[config.mk]
export PLATFORM = sky130hd
export DESIGN_NAME = regs_wb_sched
export DESIGN_NICKNAME = d
export VERILOG_FILES = /design/src/rtl/regs_wb_sched.sv
export SDC_FILE = /design/constraint.sdc
export NUM_CORES = 1
export LEC_CHECK = 0
export CAP_MARGIN = 20
export CORE_MARGIN = 8
export CORE_UTILIZATION = 47
export DETAILED_ROUTE_END_ITERATION = 12
export PLACE_DENSITY = 0.83
export SLEW_MARGIN = 20
export SYNTH_ARGS = -nofsm -noshare
export SYNTH_HDL_FRONTEND = slang
export SYNTH_SLANG_ARGS = --single-unit
[constraint.sdc]
create_clock -name clk -period 5.4 [get_ports clk]
set_input_delay 1.08 -clock clk [delete_from_list [all_inputs] [get_ports clk]]
set_output_delay 1.08 -clock clk [all_outputs]
set_load 0.1 [all_outputs]
[src/rtl/regs_wb_sched.sv]
// Register-file writeback scheduler: round-robin arbitration of NR_REQ requesters onto one
// write port plus a per-register pending-write scoreboard. Optional forwarding: REGS_WB_SCHED_FWD_EN.
module regs_wb_sched #(
    parameter int unsigned WIDTH      = 32,
    parameter int unsigned ADDR_WIDTH = 5,
    parameter int unsigned NR_REGS    = 32,
    parameter int unsigned NR_REQ     = 2
) (
    input  logic                       clk,
    input  logic                       rst,
    input  logic                       iss_valid,
    input  logic [ADDR_WIDTH-1:0]      iss_addr,
    input  logic [NR_REQ-1:0]          req_valid,
    input  logic [NR_REQ*ADDR_WIDTH-1:0] req_addr,
    input  logic [NR_REQ*WIDTH-1:0]    req_data,
    output logic [NR_REQ-1:0]          req_ready,
    output logic                       we,
    output logic [ADDR_WIDTH-1:0]      addrw,
    output logic [WIDTH-1:0]           dinw,
    input  logic [ADDR_WIDTH-1:0]      rd_addra,
    input  logic [ADDR_WIDTH-1:0]      rd_addrb,
    output logic                       busya,
    output logic                       busyb,
`ifdef REGS_WB_SCHED_FWD_EN
    output logic                       fwda,
    output logic                       fwdb,
    output logic [WIDTH-1:0]           fwd_data,
`endif
    output logic [NR_REGS-1:0]         busy_vec
);

    localparam int unsigned PtrW = $clog2(NR_REQ);

    logic [PtrW-1:0]       ptr_q, ptr_d;
    logic [PtrW-1:0]       idx_hi, idx_lo, gnt_idx;
    logic                  found_hi, gnt_any;
    logic [ADDR_WIDTH-1:0] gnt_addr;
    logic [WIDTH-1:0]      gnt_data;
    logic                  we_q;
    logic [ADDR_WIDTH-1:0] addrw_q;
    logic [WIDTH-1:0]      dinw_q;
    logic [NR_REGS-1:0]    busy_q, busy_d;
    logic                  busya_raw, busyb_raw;

    // Round robin: lowest valid index at or above the pointer, else lowest valid index overall.
    always_comb begin
        found_hi = 1'b0;
        gnt_any  = 1'b0;
        idx_hi   = '0;
        idx_lo   = '0;
        for (int unsigned i = 0; i < NR_REQ; i++) begin
            if (req_valid[i] && !found_hi && (PtrW'(i) >= ptr_q)) begin
                found_hi = 1'b1;
                idx_hi   = PtrW'(i);
            end
            if (req_valid[i] && !gnt_any) begin
                gnt_any = 1'b1;
                idx_lo  = PtrW'(i);
            end
        end
        gnt_idx   = found_hi ? idx_hi : idx_lo;
        req_ready = gnt_any ? (NR_REQ'(1) << gnt_idx) : '0;
        ptr_d     = ptr_q;
        if (gnt_any) begin
            ptr_d = (gnt_idx == PtrW'(NR_REQ - 1)) ? '0 : gnt_idx + PtrW'(1);
        end
    end

    always_comb begin
        gnt_addr = '0;
        gnt_data = '0;
        for (int unsigned i = 0; i < NR_REQ; i++) begin
            if (PtrW'(i) == gnt_idx) begin
                gnt_addr = req_addr[i*ADDR_WIDTH +: ADDR_WIDTH];
                gnt_data = req_data[i*WIDTH +: WIDTH];
            end
        end
    end

    // Set after clear so a newly issued writer keeps its bit on a same-edge collision.
    always_comb begin
        busy_d = busy_q;
        for (int unsigned r = 1; r < NR_REGS; r++) begin
            if (we_q && addrw_q == ADDR_WIDTH'(r)) busy_d[r] = 1'b0;
            if (iss_valid && iss_addr == ADDR_WIDTH'(r)) busy_d[r] = 1'b1;
        end
        busy_d[0] = 1'b0;
    end

    always_ff @(posedge clk or negedge rst) begin
        if (!rst) begin
            ptr_q   <= '0;
            we_q    <= 1'b0;
            addrw_q <= '0;
            dinw_q  <= '0;
            busy_q  <= '0;
        end else begin
            ptr_q  <= ptr_d;
            busy_q <= busy_d;
            // Writes to x0 are granted but dropped; the address/data registers keep their value.
            we_q   <= gnt_any && (gnt_addr != '0);
            if (gnt_any && (gnt_addr != '0)) begin
                addrw_q <= gnt_addr;
                dinw_q  <= gnt_data;
            end
        end
    end

    always_comb begin
        busya_raw = 1'b0;
        busyb_raw = 1'b0;
        for (int unsigned r = 0; r < NR_REGS; r++) begin
            if (rd_addra == ADDR_WIDTH'(r)) busya_raw = busy_q[r];
            if (rd_addrb == ADDR_WIDTH'(r)) busyb_raw = busy_q[r];
        end
    end

`ifdef REGS_WB_SCHED_FWD_EN
    assign fwda     = we_q && (addrw_q == rd_addra) && (addrw_q != '0);
    assign fwdb     = we_q && (addrw_q == rd_addrb) && (addrw_q != '0);
    assign fwd_data = dinw_q;
    assign busya    = busya_raw && !fwda;
    assign busyb    = busyb_raw && !fwdb;
`else
    assign busya    = busya_raw;
    assign busyb    = busyb_raw;
`endif

    assign we       = we_q;
    assign addrw    = addrw_q;
    assign dinw     = dinw_q;
    assign busy_vec = busy_q;

endmodule

==> metrics.txt <==
Synth Flop Type dfrtp_1; GRT Overall Usage 22.45%; nets about 650; clock buffer depth 2; Skew-Pair Late Insertion Delay ~0.36 ns; Port Buffers 166; clk slew on worst S/H paths approximately 0.070 ns; Max Freq between 0.2 and 0.25 GHz; Post-route DRC 0; Max-cap violations 0; Leak Pwr about 2.4 nW; grt ovf 0; post-synth top area share ~42%; vias in the first global route 4165; dpl hpwl about 10000 µm; Mapped Area 4149 µm²; worst slew pin tran 1.045 ns; CTS tree yes; die area around 12000 µm²; drt first pass iters 6; Finished Core Util 70.07%; final antenna-violating net count 0; asr flop ratio synth 100.0%; Avg Inst Size Synth roughly 11 µm²; synth top area cells dfrtp_1 (42%), mux2_2 (16%), o21ai_0 (8.4%); Via Count 3933; setup TNS 0 ns; area grow syn2layout 45.84%; WL final ~14000 µm; Synth Warn # 0; Chip Height around 110 µm; Post-synth EDFFs 0; htree depth 3; hold crit path type reg2reg; critical path capture point type output port; most common cell after layout, fill and taps aside clkdlybuf4s50_1; Clock Skew between 0.006 and 0.007 ns; Finish-stage setup viols 0; row cnt 34; # resized after CTS 0; Die W approximately 110 µm; Top Ports between 150 and 200; Via density 5.905; CP required ~4.3 ns; final hold vios 0; CTS Buf Count 9; Root Buffer clkbuf_8; most frequent cells in the layout clkdlybuf4s50_1 (161), o21ai_0 (70), dfrtp_1 (70), mux2_2 (58), nand2_1 (23); Initial Util approximately half; FF-to-FF path depth 7; share of layout cells above drive strength 1 ~20%; critical path class in2out; Worst Path Max Fanout 22; postcts setup bufs 0; Worst Min Path Start dinw[6]; post-synthesis cell count about 390; Avg WL per Cell roughly 20 µm; Seq/Total Area, Yosys a little over two fifths; Distinct cells, synth between 40 and 50; Mapped Nets between 400 and 500; RR Endpoint dinw[16]; startpoint type of the worst setup path input pin; initial antenna violation count 0; register bit total from synthesis 70; Slew Limit Fails 0; Slew headroom a little under a third; VDD IR max 0.0002601 V; CTS hold repair buffers 0; Endpoint, Worst Hold dinw[6]; Iter 0 DRT Violations approximately 240; reg-to-reg slack, setup between 2 and 3 ns; final total power ~3.3 mW; pin count of the biggest net entering global routing 71; pwr dens around 550 nW/µm²; CORE AREA roughly 8600 µm²; Fillers 636; arrival time at the worst endpoint between 3 and 4 ns; RSZ-0062 raised after global routing no; status finished clean; GPL Wtd Cong 0.8951; final period utilization about 84%; Synth area leader dfrtp_1; first-pass GRT wire length 21080 µm; Critical R2R Launch ptr_q; diode count 0; minimum clock period between 4 and 5 ns; WHS Path Cells 1; clock sinks 70
worst max-delay path: stages:
cell and delay, ns:
clkdlybuf4s50_1 1.04, nand2b_1 0.24, o21ai_0 0.11, a221oi_1 0.28
o21ai_0 0.12, a211oi_1 0.26, buf_4 0.35
routing by layer:
layer | share of wire, % | GRT usage (%)
met1 | 35 | 24.68
met2 | 47 | 36.26
met3 | 15 | 10.84
met4 | 2.6 | 9.643
met5 | 0 | 0
area by class of cell:
class / instances / area, µm² / share of cell area, %
Tap cell: 108 / 135.1 / 2.233
Sequential cell: 70 / 1752 / 28.95
Timing Repair Buffer: 169 / 1669 / 27.58
Inverter: 10 / 37.54 / 0.6203
Clock inverter: 7 / 75.07 / 1.241
Clock buffer: 9 / 123.9 / 2.047
Multi-Input combinational cell: 293 / 2258 / 37.32
stage by stage:
| stage | setup WS, ns | std cells | cell area, µm² | hold WS, ns |
|---|---|---|---|---|
| 6_report | 0.8461 | 666 | 6051 | 0.5159 |
| 5_1_grt | 0.6713 | 666 | 6051 | 0.5314 |
| 4_1_cts | 0.8724 | 666 | 6051 | 0.5173 |
| 3_5_place_dp | 0.8517 | 650 | 5852 | 0.4958 |
| 3_3_place_gp | 0.9065 | 650 | 5852 | 0.4900 |
| 2_1_floorplan | 0.1599 | 392 | 4149 | 0.5028 |
logic make-up (layout without fill, tap and decap cells):
kind of cell / count (synthesis) / after routing / synth area share (%)
simple gates: 90 / 90 / 12.18
buf+inv: 29 / 195 / 3.649
mux: 89 / 89 / 26.18
compound gates: 113 / 113 / 15.68
other cells: 1 / 1 / 0.09038
flops: 70 / 70 / 42.22
how the worst max path moves through the flow:
stage                start  endpoint  depth (start not counted)
2_1_floorplan  rd_addrb[1]     busyb                          6
3_3_place_gp   rd_addrb[0]     busyb                          7
3_5_place_dp   rd_addrb[0]     busyb                          7
4_1_cts        rd_addrb[0]     busyb                          7
5_1_grt        rd_addrb[0]     busyb                          7
6_report       rd_addrb[0]     busyb                          7
power by group:
group / switching (mW) / leakage (nW) / internal [mW]
Clock: 0.213 / 0.0914 / 0.214
Sequential: 0.213 / 0.806 / 0.677
Combinational: 1.48 / 1.50 / 0.519
Total: 1.91 / 2.39 / 1.41
Yosys cell counts (2+ instances only):
library cell	number
nor4_1	2
nand4b_1	4
o22ai_1	7
or3b_2	2
mux2i_1	11
nand3b_1	4
clkbuf_1	6
nor2_1	7
inv_1	10
mux4_2	3
o21a_1	2
buf_6	3
a22oi_1	2
o21ai_0	70
o211ai_1	5
or2_2	5
nor2b_1	8
mux2_2	58
dfrtp_1	70
a211oi_1	3
mux2_4	17
a21oi_1	11
o31ai_1	2
nand2b_1	16
nand2_1	23
nand3_1	9
buf_4	3
buf_2	7
nand4_1	4
sequential cells by signal, indices dropped and copies added (netlist names):
register	count
addrw	5
busy_vec	31
dinw	32
ptr_q	1
we	1
No activity file was read; power rests on OpenSTA's default activity.
